**config.mk**
```make
export PLATFORM = sky130hd
export DESIGN_NAME = hazard_unit
export DESIGN_NICKNAME = d
export VERILOG_FILES = /design/src/rtl/cpu_types_pkg.sv /design/src/rtl/fetch_buffer.sv /design/src/rtl/hazard_unit.sv
export SDC_FILE = /design/constraint.sdc
export NUM_CORES = 1
export LEC_CHECK = 0
export CORE_ASPECT_RATIO = 0.6
export CORE_MARGIN = 3
export CORE_UTILIZATION = 35
export CTS_CLUSTER_DIAMETER = 200
export DETAILED_ROUTE_END_ITERATION = 8
export DONT_BUFFER_PORTS = 1
export SYNTH_ARGS = -nofsm -noshare
export SYNTH_HDL_FRONTEND = slang
export SYNTH_SLANG_ARGS = --single-unit
```
**constraint.sdc**
```tcl
create_clock -name CLK -period 4.2 [get_ports CLK]
set_clock_uncertainty 0.2 [all_clocks]
set_input_delay 0.21 -clock CLK [delete_from_list [all_inputs] [get_ports CLK]]
set_output_delay 0.21 -clock CLK [all_outputs]
set_load 0.005 [all_outputs]
```
**src/rtl/cpu_types_pkg.sv**
```systemverilog
// Shared pipeline types: latch commands and hazard controller states.
package cpu_types_pkg;

   typedef enum logic [1:0] {
      PIPE_ENABLE = 2'd0,
      PIPE_STALL  = 2'd1,
      PIPE_FLUSH  = 2'd2
   } pipe_state_t;

   typedef enum logic [1:0] {
      RUN     = 2'd0,
      MEMWAIT = 2'd1,
      HALT    = 2'd2
   } hazard_state_t;

   localparam logic [4:0] REG_ZERO = 5'd0;

   // Load in execute feeds a source operand of the decode instruction.
   function automatic logic load_use_hit(
      input logic       dren_ex,
      input logic [4:0] wsel_ex,
      input logic [4:0] rs,
      input logic [4:0] rt,
      input logic       uses_rt
   );
      return dren_ex && (wsel_ex != REG_ZERO) &&
             ((wsel_ex == rs) || (uses_rt && (wsel_ex == rt)));
   endfunction

endpackage

```
**src/rtl/fetch_buffer.sv**
```systemverilog
// Holds an instruction returned by the I-cache while fetch cannot advance,
// so a hit during a stall is not lost.
module fetch_buffer
   import cpu_types_pkg::*;
(
   input  logic        CLK,
   input  logic        RST,
   input  logic        ihit,
   input  logic [31:0] imemload,
   input  logic        fd_advance,
   input  logic        redirect,
   output logic        iready,
   output logic [31:0] instr_fet
);

   logic        r_iready;
   logic [31:0] r_held;

   always_ff @(posedge CLK or posedge RST) begin
      if (RST) begin
         r_iready <= 1'b0;
         r_held   <= '0;
      end else if (ihit && !fd_advance && !redirect) begin
         r_iready <= 1'b1;
         r_held   <= imemload;
      end else if (fd_advance || redirect) begin
         r_iready <= 1'b0;
      end
   end

   assign iready    = r_iready;
   assign instr_fet = r_iready ? r_held : imemload;

endmodule

```
**src/rtl/hazard_unit.sv**
```systemverilog
// Pipeline hazard controller: per-latch ENABLE/STALL/FLUSH and PC enable.
//   state   | meaning
//   RUN     | normal operation
//   MEMWAIT | memory-stage request outstanding, waiting for dhit
//   HALT    | halt retired, pipeline frozen until reset
module hazard_unit
   import cpu_types_pkg::*;
(
   input  logic        CLK,
   input  logic        RST,
   input  logic        ihit,
   input  logic [31:0] imemload,
   input  logic        dhit,
   input  logic        dREN_mem,
   input  logic        dWEN_mem,
   input  logic        halt_mem,
   input  logic        redirect_mem,
   input  logic        dREN_ex,
   input  logic [4:0]  regWSEL_ex,
   input  logic [4:0]  rs_dec,
   input  logic [4:0]  rt_dec,
   input  logic        uses_rt_dec,
   output pipe_state_t fd_state,
   output pipe_state_t de_state,
   output pipe_state_t em_state,
   output pipe_state_t mw_state,
   output logic [31:0] instr_fet,
   output logic        pc_en,
   output logic        halted
);

   hazard_state_t r_state;
   logic          w_mem_busy;
   logic          w_load_use;
   logic          w_iready;
   logic          w_fd_advance;

   assign w_mem_busy   = (dREN_mem || dWEN_mem) && !dhit;
   assign w_load_use   = load_use_hit(dREN_ex, regWSEL_ex, rs_dec, rt_dec, uses_rt_dec);
   assign w_fd_advance = (fd_state == PIPE_ENABLE);

   always_comb begin
      fd_state = PIPE_ENABLE;
      de_state = PIPE_ENABLE;
      em_state = PIPE_ENABLE;
      mw_state = PIPE_ENABLE;
      pc_en    = 1'b1;
      if (RST || (r_state == HALT)) begin
         fd_state = PIPE_STALL;
         de_state = PIPE_STALL;
         em_state = PIPE_STALL;
         mw_state = PIPE_STALL;
         pc_en    = 1'b0;
      end else if (w_mem_busy) begin
         fd_state = PIPE_STALL;
         de_state = PIPE_STALL;
         em_state = PIPE_STALL;
         mw_state = PIPE_FLUSH;
         pc_en    = 1'b0;
      end else if (halt_mem) begin
         fd_state = PIPE_FLUSH;
         de_state = PIPE_FLUSH;
         em_state = PIPE_FLUSH;
         pc_en    = 1'b0;
      end else if (redirect_mem) begin
         fd_state = PIPE_FLUSH;
         de_state = PIPE_FLUSH;
         em_state = PIPE_FLUSH;
      end else if (w_load_use) begin
         fd_state = PIPE_STALL;
         de_state = PIPE_FLUSH;
         pc_en    = 1'b0;
      end else if (!ihit && !w_iready) begin
         fd_state = PIPE_FLUSH;
         pc_en    = 1'b0;
      end
   end

   always_ff @(posedge CLK or posedge RST) begin
      if (RST) begin
         r_state <= RUN;
      end else begin
         case (r_state)
            RUN: begin
               if (w_mem_busy)    r_state <= MEMWAIT;
               else if (halt_mem) r_state <= HALT;
            end
            MEMWAIT: begin
               if (halt_mem && !w_mem_busy) r_state <= HALT;
               else if (dhit)               r_state <= RUN;
            end
            HALT:    r_state <= HALT;
            default: r_state <= RUN;
         endcase
      end
   end

   assign halted = (r_state == HALT);

   fetch_buffer u_fetch_buffer (
      .CLK        (CLK),
      .RST        (RST),
      .ihit       (ihit),
      .imemload   (imemload),
      .fd_advance (w_fd_advance),
      .redirect   (redirect_mem),
      .iready     (w_iready),
      .instr_fet  (instr_fet)
   );

endmodule

```
==> Yosys cells after proc, flatten, opt, wreduce, memory -nomap -nowiden <==
Index checks and enable logic that the tools add are counted.
{ "classes": {"mux": 31, "n_eq_ne": 6, "reduce_logical": 23} }
{ "op_table": {"columns": ["op", "count"], "rows": [
  ["2-bit 2-to-1 mux", 21],
  ["32-bit 2-to-1 mux", 1],
  ["5-bit == test", 2],
  ["1-bit logical AND", 8],
  ["1-bit 2-to-1 mux", 8],
  ["1-bit logical NOT", 6],
  ["3-bit != test, second input constant", 2],
  ["2-bit case mux with 3 select lines", 1],
  ["5-bit nonzero test", 1],
  ["2-bit logical NOT", 2],
  ["1-bit logical OR", 4],
  ["2-bit by 1-bit == test with 1-bit output, second input constant", 1],
  ["2-bit == test, second input constant", 1],
  ["2-bit AND reduction", 1],
  ["2-bit nonzero test", 1]
]} }
{ "totals": {"in_bits": 57, "wordCells": 63, "reg_bits": 35} }

==> Longest topological paths before layout <==
Gate-level depths: netlist (run 1).
{ "depth": {"ltp_word": 14, "ltp_mapped": 7, "mapped_depth_nobuf": 5} }

==> Modules after synthesis <==
A second synthesis (run 1) with hierarchy kept.
{ "hier_totals": {"hier_cells": 152, "area_unflattened_um2": 1968.1} }
{ "by_module_without_submodules": {"columns": ["mod", "cells_per_inst", "instances", "seq_area_each_um2", "area_each_um2"], "rows": [
  ["fetch_buffer", 108, 1, 825.8, 1631.6],
  ["hazard_unit", 44, 1, 50.0, 336.6]
]} }

==> Least setup slack after synthesis (run 1) <==
OpenSTA, ideal clock, no wires.
{ "synth_timing": {"path_kind": "register to register", "from": "register r_state[1]", "to": "register u_fetch_buffer.r_held[0]", "path_stages_with_launch": 8, "slack_ps": 2299, "setup_ps": 120, "arrival_ps": 1582, "required_time_ps": 3880, "path_buffers": 2, "path_cell_list": "dfrtp_1 nor2b_1 or3_1 buf_2 nor2_4 o21ai_4 buf_6 a31o_1"} }
{ "synth_between": {"elab_chain_len": 7} }
{ "synth_rtl": {"columns": ["element", "line", "text"], "rows": [
  ["start, declared", "hazard_unit.sv:32", "hazard_state_t r_state;"],
  ["start signal, assigned", "hazard_unit.sv:81", "r_state <= RUN;"],
  ["start signal, assigned", "hazard_unit.sv:85", "if (w_mem_busy) r_state <= MEMWAIT;"],
  ["start signal, assigned", "hazard_unit.sv:86", "else if (halt_mem) r_state <= HALT;"],
  ["2-bit == test", null, null],
  ["named net halted", "hazard_unit.sv:29", "output logic halted"],
  ["1-bit logical OR", "hazard_unit.sv:48", "if (RST || (r_state == HALT)) begin"],
  ["2-bit 2-to-1 mux", "hazard_unit.sv:48", null],
  ["2-bit logical NOT", "hazard_unit.sv:40", "assign w_fd_advance = (fd_state == PIPE_ENABLE);"],
  ["1-bit logical NOT", "fetch_buffer.sv:23", "end else if (ihit && !fd_advance && !redirect) begin"],
  ["1-bit logical AND (2 in series)", "fetch_buffer.sv:23", null],
  ["end signal, assigned", "fetch_buffer.sv:25", "r_held <= imemload;"],
  ["end, declared", "fetch_buffer.sv:17", "logic [31:0] r_held;"]
]} }
The timed path passes the listed nets, and every way through them passes these cells.
A chain may end at the register's enable or synchronous reset.

==> Worst setup path in the final report (run 1) <==
{ "layout_timing": {"from": "register r_state[1]", "to": "register u_fetch_buffer.r_held[10]"} }
The elaborated chain is that of the path after synthesis.

==> impl_metrics.prom, run 1 <==
# TYPE chip_impl_metric gauge
chip_impl_metric{name="cp_data_required_time",unit="ps"} 4220
chip_impl_info{name="synth.most_common_cell",value="sky130_fd_sc_hd__dfrtp_1"} 1
chip_impl_metric{name="placement.setup.worst_slack",unit="ps"} 1580
chip_impl_metric{name="synthesis.area",unit="um^2"} 2340
chip_impl_metric{name="wirelength",unit="mm"} 5.90
chip_impl_metric{name="synth.top_cell.area_share",unit=""} 0.374
chip_impl_metric{name="cts_hold_buffers",unit=""} 39
chip_impl_metric{name="detailed_place_hpwl",unit="mm"} 3.67
chip_impl_info{name="setup.worst_path.end_class",value="flop"} 1
chip_impl_metric{name="antenna_violations_before_repair",unit=""} 0
chip_impl_metric{name="synth_cell_type_count",unit=""} 33
chip_impl_metric{name="synth_seq_cells",unit=""} 35
chip_impl_info{name="crit_type",value="reg -> reg"} 1
chip_impl_metric{name="total_power",unit="mW"} 0.997
chip_impl_metric{name="ctsResizeCount",unit=""} 0
chip_impl_metric{name="die_h",unit="um"} 69.4
chip_impl_metric{name="overall_fraction_of_global_route_tracks_in_use",unit=""} 0.151
chip_impl_metric{name="drtPass1Iterations",unit=""} 4
chip_impl_metric{name="drt.antenna.violating_nets",unit=""} 0
chip_impl_metric{name="max_slew_margin",unit=""} 0.397
chip_impl_metric{name="io-pin-count",unit=""} 99
chip_impl_metric{name="irDropWorstVdd",unit="mV"} 0.190
chip_impl_metric{name="slowest_delay",unit="ps"} 630
chip_impl_metric{name="antenna_cells_inserted",unit=""} 0
chip_impl_metric{name="routed_via_density",unit=""} 5.64
chip_impl_metric{name="postSynth.asyncResetShare",unit=""} 1.00
chip_impl_metric{name="die_w",unit="um"} 112
chip_impl_metric{name="synth_fa_ha_area_frac",unit=""} 0
chip_impl_info{name="outcome",value="finished, final reports clean"} 1
chip_impl_metric{name="p_leak",unit="nW"} 1.28
chip_impl_metric{name="cts_made_buffers",unit=""} 5
chip_impl_metric{name="synthSimpleGateAreaFrac",unit=""} 0.0497
chip_impl_metric{name="power.density",unit="nW/um^2"} 357
chip_impl_metric{name="largest_net_degree_at_the_start_of_global_routing",unit=""} 36
chip_impl_info{name="critical_path_cell_by_cell",value="nor2b_1 -> or3_1 -> o21ai_2 -> buf_4 -> o211a_1 -> a31o_1"} 1
chip_impl_metric{name="coreArea",unit="um^2"} 6300
chip_impl_metric{name="final_estimated_routing_congestion_in_global_placement",unit=""} 0.669
chip_impl_metric{name="timing.critical_path.arrival",unit="ps"} 2660
chip_impl_info{name="synth_commonest_cells",value="sky130_fd_sc_hd__dfrtp_1 (35), sky130_fd_sc_hd__mux2_2 (32), sky130_fd_sc_hd__o211a_1 (32), sky130_fd_sc_hd__a31o_1 (30)"} 1
chip_impl_metric{name="max_slew.worst_pin.slew",unit="ps"} 902
chip_impl_metric{name="critPathMaxFanout",unit=""} 17
chip_impl_metric{name="postPlaceCellArea",unit="um^2"} 2320
chip_impl_metric{name="ratio_of_cells_with_drive_above_1_in_the_final_layout",unit=""} 0.261
chip_impl_metric{name="floorplan.die_area",unit="um^2"} 7740
chip_impl_metric{name="report.final.setup_viol",unit=""} 0
chip_impl_metric{name="layout_setup_ws",unit="ps"} 1560
chip_impl_metric{name="drt_first_iter_violations",unit=""} 111
chip_impl_metric{name="placed_cells_incl_taps",unit=""} 263
chip_impl_metric{name="totalNegativeSetupSlack",unit="ps"} 0
chip_impl_metric{name="initial_utilization",unit=""} 0.372
chip_impl_info{name="clock_tree_from_tritoncts",value="built"} 1
chip_impl_metric{name="finalMaxSlewViolations",unit=""} 0
chip_impl_metric{name="area_fraction_in_compound_gates_after_synthesis",unit=""} 0.309
chip_impl_metric{name="via_count",unit=""} 1747
chip_impl_info{name="synthFlopType",value="sky130_fd_sc_hd__dfrtp_1"} 1
chip_impl_info{name="clk_root_buffer_cell",value="sky130_fd_sc_hd__clkbuf_8"} 1
chip_impl_metric{name="area_delta_synth_final",unit="%"} 19.4
chip_impl_metric{name="first_global_vias",unit=""} 1799
chip_impl_metric{name="remaining_drc_errors",unit=""} 0
chip_impl_info{name="main_combinational_cell_family_by_area_after_synthesis",value="compound AO/OA/AOI/OAI gates"} 1
chip_impl_metric{name="cts.htree.levels",unit=""} 2
chip_impl_info{name="critical-path-top-delay-family",value="compound AO/OA/AOI/OAI gates"} 1
chip_impl_metric{name="layout.nets",unit=""} 282
chip_impl_metric{name="clock_path_buffers",unit=""} 2
chip_impl_metric{name="final_min_period_over_clock_period",unit=""} 0.628
chip_impl_info{name="rsz0062_at_grt",value="no"} 1
chip_impl_metric{name="port_buf_inserts",unit=""} 0
chip_impl_metric{name="final-instance-count-excl-fill",unit=""} 310
chip_impl_metric{name="ys_warn_count",unit=""} 0
chip_impl_metric{name="synth_edf_count",unit=""} 0
chip_impl_info{name="synth.area.top_cells",value="sky130_fd_sc_hd__dfrtp_1 (37%), sky130_fd_sc_hd__mux2_2 (15%), sky130_fd_sc_hd__o211a_1 (14%)"} 1
chip_impl_metric{name="synthXorXnorAreaFrac",unit=""} 0.0374
chip_impl_metric{name="synth_nets",unit=""} 253
chip_impl_info{name="critical-path-slowest-cell",value="sky130_fd_sc_hd__o21ai_2"} 1
chip_impl_metric{name="clkTransAtPathRegs",unit="ps"} 70
chip_impl_metric{name="finish.instance_area",unit="um^2"} 2800
chip_impl_metric{name="synth.yosys.seq_area_share",unit=""} 0.374
chip_impl_metric{name="drv.max_cap_violation_count",unit=""} 0
chip_impl_metric{name="cell_count_after_synthesis",unit=""} 196
chip_impl_metric{name="worstSkewPairLatency",unit="ps"} 270
chip_impl_metric{name="synth.avg_cell_area",unit="um^2"} 12.0
chip_impl_metric{name="clkSinkCount",unit=""} 35
chip_impl_metric{name="finalHoldViolCount",unit=""} 0
chip_impl_info{name="yosysTopAreaCell",value="sky130_fd_sc_hd__dfrtp_1"} 1
chip_impl_info{name="hp-class",value="in -> async"} 1
chip_impl_metric{name="tmin_final",unit="ps"} 2640
chip_impl_metric{name="core.rowCount",unit=""} 22
chip_impl_metric{name="postCtsSetupBuffers",unit=""} 0
chip_impl_info{name="critical_path.startpoint_type",value="flop"} 1
chip_impl_metric{name="yosys-mux-area-fraction",unit=""} 0.154
chip_impl_metric{name="fmax",unit="GHz"} 0.379
chip_impl_metric{name="post_drt_wl_per_cell",unit="um"} 19.0
chip_impl_metric{name="number_of_buffer_and_inverter_stages_on_the_critical_path",unit=""} 1
chip_impl_metric{name="global_route_wire_length_before_repair",unit="mm"} 9.57
chip_impl_metric{name="overflow",unit=""} 0
-- worst paths after layout --
kind,startpoint,endpoint,slack (ps),cells past startpoint
setup / recovery,r_state[1],u_fetch_buffer.r_held[10],1560,6
max in group asynchronous,RST,u_fetch_buffer.r_held[26],3180,3
hold / removal,RST,u_fetch_buffer.r_held[22],280,3
min in group CLK,redirect_mem,fd_state[0],280,1
hold reg to reg,u_fetch_buffer.r_held[27],u_fetch_buffer.r_held[27],380,2
setup reg to reg,r_state[1],u_fetch_buffer.r_held[10],1560,6
-- where the power goes --
part,internal (mW),switching (mW)
registers,0.402,0.0404
logic,0.179,0.136
clock network,0.116,0.123
total,0.697,0.300
-- logic make-up (layout without fill, tap and decap cells) --
family          Yosys count  count (layout)
compound gates           76              76
xor+xnor                 10              10
buf+inv                  25              55
flops                    35              35
mux                      32              32
simple gates             18              18
-- metal layers --
layer / track usage / routed length (um)
met1: 0.212 / 2850
met2: 0.224 / 2540
met3: 0.0636 / 504
met4: 0.0162 / 8
met5: 0 / 0
-- worst min-delay path, cell delays in order --
cell	delay (ps)
sky130_fd_sc_hd__dlygate4sd3_1	530
sky130_fd_sc_hd__inv_1	50
sky130_fd_sc_hd__buf_4	400
-- layout make-up --
| class | count | area [um^2] |
|---|---|---|
| multi-input cells | 136 | 1290 |
| flip-flops and latches | 35 | 876 |
| inverters | 3 | 11.3 |
| well taps | 84 | 105 |
| repair buffers | 44 | 428 |
| clock buffers | 6 | 72.6 |
| fillers | 603 | 3510 |
| clock inverters | 2 | 12.5 |
-- cells in the final DEF, fill, tap and decap left out, drive strengths merged --
cell	instances
o21bai	1
nor3	3
dfrtp	35
o21ai	3
a32oi	1
xnor2	1
or2b	1
nor2	5
o31ai	1
or2	2
a211oi	2
mux2	32
nor4	1
a22o	1
inv	3
clkinv	1
clkinvlp	1
dlygate4sd3	39
clkbuf	6
nor2b	3
a31o	33
o211a	32
or3	1
o21ba	1
or4	1
nand2b	1
a21oi	1
buf	5
xor2	9
-- per-stage QoR --
stage / hold slack [ps] / utilization
2_1_floorplan: 68.1 / -
3_3_place_gp: 42.9 / 0.368
3_5_place_dp: 45.4 / 0.368
4_1_cts: 279 / 0.444
5_1_grt: 282 / 0.444
6_report: 280 / 0.444
-- registers in the layout, indices dropped and copies added (netlist names) --
| register | count |
|---|---|
| u_fetch_buffer.iready | 1 |
| r_state | 2 |
| u_fetch_buffer.r_held | 32 |
Note: power is estimated with default switching activity, not from simulation.
==> run 2: changes to the inputs <==
==> constraint.sdc (replaced) <==
create_clock -name CLK -period 2.4 [get_ports CLK]
set_clock_uncertainty 0.2 [all_clocks]
set_input_delay 0.12 -clock CLK [delete_from_list [all_inputs] [get_ports CLK]]
set_output_delay 0.12 -clock CLK [all_outputs]
set_load 0.005 [all_outputs]
==> impl_metrics.prom, run 2 (same netlist as run 1, synthesis figures left out) <==
# TYPE chip_impl_metric gauge
chip_impl_info{name="clk_root_buffer_cell",value="sky130_fd_sc_hd__clkbuf_8"} 1
chip_impl_metric{name="drt_first_iter_violations",unit=""} 85
chip_impl_info{name="regMostFlops",value="u_fetch_buffer.r_held"} 1
chip_impl_metric{name="totalNegativeSetupSlack",unit="ps"} 0
chip_impl_metric{name="largest_register_ffs",unit=""} 32
chip_impl_metric{name="wirelength",unit="mm"} 6.14
chip_impl_metric{name="final-instance-count-excl-fill",unit=""} 312
chip_impl_metric{name="drv.max_cap_violation_count",unit=""} 0
chip_impl_metric{name="fmax",unit="GHz"} 0.432
chip_impl_metric{name="die_w",unit="um"} 112
chip_impl_metric{name="port_buf_inserts",unit=""} 0
chip_impl_metric{name="finalMaxSlewViolations",unit=""} 0
chip_impl_metric{name="overflow",unit=""} 0
chip_impl_metric{name="coreArea",unit="um^2"} 6300
chip_impl_metric{name="max_slew_margin",unit=""} 0.409
chip_impl_metric{name="remaining_drc_errors",unit=""} 0
chip_impl_metric{name="antenna_cells_inserted",unit=""} 0
chip_impl_info{name="clock_tree_from_tritoncts",value="built"} 1
chip_impl_metric{name="clkTransAtPathRegs",unit="ps"} 70
chip_impl_metric{name="antenna_violations_before_repair",unit=""} 0
chip_impl_metric{name="postCtsSetupBuffers",unit=""} 0
chip_impl_metric{name="largest_net_degree_at_the_start_of_global_routing",unit=""} 36
chip_impl_metric{name="io-pin-count",unit=""} 99
chip_impl_metric{name="area_delta_synth_final",unit="%"} 21.1
chip_impl_info{name="crit_type",value="reg -> reg"} 1
chip_impl_metric{name="finalHoldWorstSlack",unit="ps"} 99.8
chip_impl_metric{name="clkSinkCount",unit=""} 35
chip_impl_info{name="setup.worst_path.end_class",value="flop"} 1
chip_impl_metric{name="total_power",unit="mW"} 1.86
chip_impl_metric{name="first_global_vias",unit=""} 1921
chip_impl_info{name="most-common-layout-cells",value="sky130_fd_sc_hd__dlygate4sd3_1 (39), sky130_fd_sc_hd__dfrtp_1 (35), sky130_fd_sc_hd__o211a_1 (32), sky130_fd_sc_hd__mux2_2 (32), sky130_fd_sc_hd__a31o_1 (30)"} 1
chip_impl_metric{name="number_of_buffer_and_inverter_stages_on_the_critical_path",unit=""} 1
chip_impl_metric{name="cts.htree.levels",unit=""} 2
chip_impl_metric{name="drtPass1Iterations",unit=""} 4
chip_impl_metric{name="critPathMaxFanout",unit=""} 8
chip_impl_metric{name="cp_data_required_time",unit="ps"} 2360
chip_impl_metric{name="ratio_of_cells_with_drive_above_1_in_the_final_layout",unit=""} 0.268
chip_impl_metric{name="overall_fraction_of_global_route_tracks_in_use",unit=""} 0.159
chip_impl_metric{name="global_route_wire_length_before_repair",unit="mm"} 10.1
chip_impl_metric{name="finalHoldViolCount",unit=""} 0
chip_impl_metric{name="max_slew.worst_pin.slew",unit="ps"} 883
chip_impl_metric{name="via_count",unit=""} 1764
chip_impl_info{name="hp-class",value="in -> out"} 1
chip_impl_metric{name="post_drt_wl_per_cell",unit="um"} 19.7
chip_impl_metric{name="drt.antenna.violating_nets",unit=""} 0
chip_impl_info{name="rsz0062_at_grt",value="no"} 1
chip_impl_metric{name="p_leak",unit="nW"} 1.31
chip_impl_metric{name="clock_path_buffers",unit=""} 2
chip_impl_metric{name="layout.nets",unit=""} 285
chip_impl_metric{name="timing.critical_path.arrival",unit="ps"} 2280
chip_impl_metric{name="worstSkewPairLatency",unit="ps"} 270
chip_impl_metric{name="core.rowCount",unit=""} 22
chip_impl_metric{name="initial_utilization",unit=""} 0.372
chip_impl_metric{name="irDropWorstVdd",unit="mV"} 0.313
chip_impl_metric{name="final_estimated_routing_congestion_in_global_placement",unit=""} 0.696
chip_impl_metric{name="final_min_period_over_clock_period",unit=""} 0.965
chip_impl_metric{name="slowest_delay",unit="ps"} 560
chip_impl_info{name="timing.critical_path.from",value="r_state[1]"} 1
chip_impl_metric{name="final.fill_count",unit=""} 629
chip_impl_metric{name="detailed_place_hpwl",unit="mm"} 3.79
chip_impl_info{name="outcome",value="finished, final reports clean"} 1
chip_impl_info{name="critical_path_cell_by_cell",value="nor2b_1 -> or3_1 -> nor2_4 -> a211oi_2 -> dlygate4sd3_1"} 1
chip_impl_metric{name="report.final.setup_viol",unit=""} 0
chip_impl_metric{name="placed_cells_incl_taps",unit=""} 266
chip_impl_metric{name="routed_via_density",unit=""} 5.65
chip_impl_metric{name="die_h",unit="um"} 69.4
chip_impl_info{name="layout_commonest_cell",value="sky130_fd_sc_hd__dlygate4sd3_1"} 1
chip_impl_metric{name="floorplan.die_area",unit="um^2"} 7740
chip_impl_metric{name="tmin_final",unit="ps"} 2320
chip_impl_info{name="critical-path-top-delay-family",value="simple AND/OR/NAND/NOR gates"} 1
chip_impl_info{name="critical_path.startpoint_type",value="flop"} 1
chip_impl_metric{name="power.density",unit="nW/um^2"} 655
chip_impl_info{name="start_point_of_the_worst_min_delay_path",value="redirect_mem"} 1
chip_impl_metric{name="cts_made_buffers",unit=""} 5
chip_impl_info{name="critical_path.reg2reg.startpoint",value="r_state[1]"} 1
chip_impl_info{name="critical-path-slowest-cell",value="sky130_fd_sc_hd__or3_1"} 1
## run 2: cell types whose count changed in the layout (fill, tap and decap cells not counted)
| cell | delta |
|---|---|
| sky130_fd_sc_hd__clkinv_2 | -1 |
| sky130_fd_sc_hd__buf_4 | +3 |
| sky130_fd_sc_hd__bufinv_16 | +1 |
| sky130_fd_sc_hd__clkinvlp_4 | -1 |
## run 2: power breakdown
group | leakage, nW | switching, mW | total (mW) | internal (mW)
registers | 0.434 | 0.0635 | 0.767 | 0.703
logic | 0.821 | 0.254 | 0.573 | 0.319
clock network | 0.0513 | 0.213 | 0.518 | 0.305
total | 1.31 | 0.530 | 1.86 | 1.33
## run 2: cell type report
type	count	area [um^2]	area share
clock buffer	6	72.6	0.0256
clock inverter	1	30.0	0.0106
inverter	3	11.3	0.00397
multi-input combinational	136	1290	0.455
sequential	35	876	0.309
tap	84	105	0.0371
timing repair buffer	47	450	0.159
## run 2: worst register-to-register path, delay by kind of cell (launching register included)
| kind | cells | cell delay [ps] |
|---|---|---|
| AND/OR/NAND/NOR | 3 | 960 |
| buffers and inverters | 1 | 560 |
| flip-flops | 1 | 410 |
| AO/OA/AOI/OAI | 1 | 80 |
## run 2: metal layers
layer	vias up	GRT usage	routed length (um)
li1	818	-	-
met1	872	0.223	2890
met2	72	0.245	2760
met3	2	0.0532	480
met4	0	0.0229	8
met5	-	0	0
## run 2: path summary, 6_finish.rpt
check,to,slack (ps),depth (start not counted)
worst max-delay path,u_fetch_buffer.iready,80,5
worst min-delay path,fd_state[0],100,1
worst max register to register,u_fetch_buffer.iready,80,5
worst min register to register,u_fetch_buffer.r_held[1],390,2
max in group asynchronous,u_fetch_buffer.iready,1450,3
min in group asynchronous,r_state[1],210,3
## run 2: through the flow
step / instance area (um^2) / setup slack, ps / utilization
floorplan: 2340 / 499 / -
global placement: 2340 / 222 / 0.372
detailed placement: 2340 / 178 / 0.372
CTS: 2840 / 109 / 0.450
global route: 2840 / 0.884 / 0.450
finish: 2840 / 82.9 / 0.450
## run 2: repair_timing
item                      in CTS  in global routing
hold endpoints to repair      70                  0
resized for setup              0                  0
hold buffers                  39                  0
==> run 3: changes to the inputs <==
--- a/config.mk
+++ b/config.mk
@@ -5,6 +5,7 @@
 export SDC_FILE = /design/constraint.sdc
 export NUM_CORES = 1
 export LEC_CHECK = 0
+export ABC_AREA = 1
 export CORE_ASPECT_RATIO = 0.6
 export CORE_MARGIN = 3
 export CORE_UTILIZATION = 35
==> impl_metrics.prom, run 3 <==
# TYPE chip_impl_metric gauge
chip_impl_info{name="outcome",value="finished, final reports clean"} 1
chip_impl_info{name="synth.most_common_cell",value="sky130_fd_sc_hd__nand2_1"} 1
chip_impl_metric{name="global_route_wire_length_before_repair",unit="mm"} 9.84
chip_impl_metric{name="synth.avg_cell_area",unit="um^2"} 8.24
chip_impl_metric{name="core.rowCount",unit=""} 21
chip_impl_metric{name="drt_first_iter_violations",unit=""} 100
chip_impl_metric{name="remaining_drc_errors",unit=""} 0
chip_impl_metric{name="synth.top_cell.area_share",unit=""} 0.397
chip_impl_metric{name="drtPass1Iterations",unit=""} 4
chip_impl_metric{name="fmax",unit="GHz"} 0.440
chip_impl_metric{name="synth_nets",unit=""} 325
chip_impl_metric{name="max_slew.worst_pin.slew",unit="ps"} 466
chip_impl_info{name="synthFlopType",value="sky130_fd_sc_hd__dfrtp_1"} 1
chip_impl_metric{name="max_slew_margin",unit=""} 0.689
chip_impl_metric{name="antenna_violations_before_repair",unit=""} 0
chip_impl_metric{name="synthesis.area",unit="um^2"} 2210
chip_impl_metric{name="critPathMaxFanout",unit=""} 10
chip_impl_info{name="critical_path_cell_by_cell",value="dlygate4sd3_1 -> o21ai_4 -> nand2_4 -> a21oi_4 -> nor2_4 -> nand3_4 -> nand4_1 -> dlygate4sd3_1 -> nand2_1"} 1
chip_impl_info{name="critical_path.startpoint_type",value="input pin"} 1
chip_impl_info{name="yosysTopAreaCell",value="sky130_fd_sc_hd__dfrtp_1"} 1
chip_impl_metric{name="tmin_final",unit="ps"} 2270
chip_impl_info{name="synth_commonest_cells",value="sky130_fd_sc_hd__nand2_1 (96), sky130_fd_sc_hd__dfrtp_1 (35), sky130_fd_sc_hd__nand4_1 (33), sky130_fd_sc_hd__mux2_2 (32), sky130_fd_sc_hd__inv_1 (23)"} 1
chip_impl_metric{name="timing.critical_path.arrival",unit="ps"} 2290
chip_impl_metric{name="floorplan.die_area",unit="um^2"} 7330
chip_impl_info{name="timing.rr.end",value="u_fetch_buffer.r_held[16]"} 1
chip_impl_metric{name="cts.htree.levels",unit=""} 2
chip_impl_metric{name="drv.max_cap_violation_count",unit=""} 0
chip_impl_info{name="setup.worst_path.end_class",value="flop"} 1
chip_impl_metric{name="die_h",unit="um"} 67.5
chip_impl_info{name="start_point_of_the_worst_min_delay_path",value="dhit"} 1
chip_impl_metric{name="clock_path_buffers",unit=""} 2
chip_impl_metric{name="coreArea",unit="um^2"} 5830
chip_impl_metric{name="detailed_place_hpwl",unit="mm"} 3.71
chip_impl_metric{name="ratio_of_cells_with_drive_above_1_in_the_final_layout",unit=""} 0.180
chip_impl_metric{name="overflow",unit=""} 0
chip_impl_info{name="crit_type",value="in -> reg"} 1
chip_impl_metric{name="postSynth.asyncResetShare",unit=""} 1.00
chip_impl_metric{name="report.final.setup_viol",unit=""} 0
chip_impl_metric{name="synth.yosys.seq_area_share",unit=""} 0.397
chip_impl_metric{name="synth_cell_type_count",unit=""} 25
chip_impl_info{name="critical_path.reg2reg.startpoint",value="r_state[0]"} 1
chip_impl_metric{name="reg2reg_setup_slack",unit="ps"} 160
chip_impl_metric{name="via_count",unit=""} 2016
chip_impl_metric{name="synth_edf_count",unit=""} 0
chip_impl_info{name="regMostFlops",value="u_fetch_buffer.r_held"} 1
chip_impl_metric{name="die_w",unit="um"} 109
chip_impl_metric{name="cell_count_after_synthesis",unit=""} 268
chip_impl_metric{name="worstSkewPairLatency",unit="ps"} 270
chip_impl_metric{name="clkTransAtPathRegs",unit="ps"} 70
chip_impl_metric{name="drt.antenna.violating_nets",unit=""} 0
chip_impl_info{name="clk_root_buffer_cell",value="sky130_fd_sc_hd__clkbuf_8"} 1
chip_impl_metric{name="p_leak",unit="nW"} 1.42
chip_impl_metric{name="cp_data_required_time",unit="ps"} 2420
chip_impl_metric{name="overall_fraction_of_global_route_tracks_in_use",unit=""} 0.173
chip_impl_metric{name="clkSinkCount",unit=""} 35
chip_impl_metric{name="largest_net_degree_at_the_start_of_global_routing",unit=""} 36
chip_impl_info{name="layout_commonest_cell",value="sky130_fd_sc_hd__nand2_1"} 1
chip_impl_metric{name="antenna_cells_inserted",unit=""} 0
chip_impl_metric{name="io-pin-count",unit=""} 99
chip_impl_metric{name="synth_seq_cells",unit=""} 35
chip_impl_info{name="most-common-layout-cells",value="sky130_fd_sc_hd__nand2_1 (95), sky130_fd_sc_hd__dlygate4sd3_1 (57), sky130_fd_sc_hd__dfrtp_1 (35)"} 1
chip_impl_metric{name="final_min_period_over_clock_period",unit=""} 0.947
chip_impl_info{name="clock_tree_from_tritoncts",value="built"} 1
chip_impl_metric{name="area_delta_synth_final",unit="%"} 35.4
chip_impl_metric{name="final_estimated_routing_congestion_in_global_placement",unit=""} 0.813
chip_impl_metric{name="irDropWorstVdd",unit="mV"} 0.229
chip_impl_info{name="timing.critical_path.from",value="dREN_mem"} 1
chip_impl_info{name="critical-path-slowest-cell",value="sky130_fd_sc_hd__dlygate4sd3_1"} 1
chip_impl_metric{name="routed_via_density",unit=""} 5.00
chip_impl_metric{name="postPlaceCellArea",unit="um^2"} 2240
chip_impl_metric{name="post_drt_wl_per_cell",unit="um"} 15.4
chip_impl_metric{name="power.density",unit="nW/um^2"} 643
chip_impl_metric{name="finalMaxSlewViolations",unit=""} 0
chip_impl_metric{name="layout.nets",unit=""} 379
chip_impl_info{name="worst_setup_path_endpoint",value="u_fetch_buffer.r_held[16]"} 1
chip_impl_metric{name="first_global_vias",unit=""} 1990
chip_impl_metric{name="finalHoldViolCount",unit=""} 0
chip_impl_metric{name="slowest_delay",unit="ps"} 580
chip_impl_metric{name="largest_register_ffs",unit=""} 32
chip_impl_info{name="rsz0062_at_grt",value="no"} 1
chip_impl_info{name="hp-class",value="in -> reg"} 1
chip_impl_metric{name="cts_made_buffers",unit=""} 5
chip_impl_metric{name="totalNegativeSetupSlack",unit="ps"} 0
chip_impl_info{name="critPathMostFrequentCell",value="sky130_fd_sc_hd__dlygate4sd3_1"} 1
chip_impl_metric{name="reg2regPathDepth",unit=""} 9
chip_impl_metric{name="wirelength",unit="mm"} 6.21
chip_impl_metric{name="initial_utilization",unit=""} 0.379
chip_impl_info{name="synth.area.top_cells",value="sky130_fd_sc_hd__dfrtp_1 (40%), sky130_fd_sc_hd__mux2_2 (16%), sky130_fd_sc_hd__nand2_1 (16%)"} 1
chip_impl_metric{name="ys_warn_count",unit=""} 0
chip_impl_metric{name="finish.instance_area",unit="um^2"} 2990
chip_impl_metric{name="port_buf_inserts",unit=""} 0
[run 3: per-layer routing]
layer | vias up | GRT usage | wire length (um)
li1 | 996 | - | -
met1 | 940 | 0.242 | 2910
met2 | 76 | 0.265 | 2800
met3 | 4 | 0.0468 | 477
met4 | 0 | 0.0457 | 27
met5 | - | 0 | 0
[run 3: final cells by class]
type,instances,area [um^2]
repair buffers,64,641
clock inverters,2,35.0
fillers,540,2840
flip-flops and latches,35,876
clock buffers,6,82.6
well taps,80,100
multi-input cells,191,1160
inverters,25,93.8
[run 3: per-stage QoR]
step                      worst slack [ps]  instances   util  hold WS, ps  total power [mW]
final                                  127        403  0.512         36.2              1.92
after global routing                  39.4        403  0.512         43.7              2.06
after CTS                             43.9        401  0.506         19.4              1.92
after detailed placement               242        334  0.383        -50.7              1.26
after global placement                 271        334  0.383        -50.4              1.25
after floorplan                        751        268      -         68.6              1.19
[run 3: where the power goes]
part,internal [mW],switching (mW),total [mW]
sequential,0.707,0.0697,0.777
combinational,0.278,0.323,0.601
clock,0.336,0.210,0.546
[run 3: worst max-delay path: cells and delay by family]
| family | cells | cell delay, ps |
|---|---|---|
| AOI/OAI and AO/OA | 2 | 430 |
| and+or+nand+nor | 5 | 570 |
| buffers and inverters | 2 | 1160 |
[run 3: logic make-up (layout without fill, tap and decap cells)]
kind of cell,count (synthesis),in the layout,share of synthesized area
AND/OR/NAND/NOR,148,149,0.314
XOR/XNOR,1,1,0.00397
multiplexers,32,32,0.163
buffers and inverters,43,97,0.0889
flip-flops,35,35,0.397
AO/OA/AOI/OAI,9,9,0.0329
[run 3: how the worst min path moves through the flow]
stage	to	depth (start not counted)
final	r_state[0]	3
after global routing	r_state[0]	3
after CTS	r_state[0]	3
after detailed placement	r_state[1]	2
after global placement	r_state[1]	2
after floorplan	r_state[0]	1
[run 3: repair_timing]
item / 4_1_cts / 5_1_grt
resized for setup: 0 / 5
endpoints found under the hold margin: 70 / 0
endpoints found under the setup margin: 0 / 20
buffers inserted: 0 / 1
hold buffers: 59 / 0
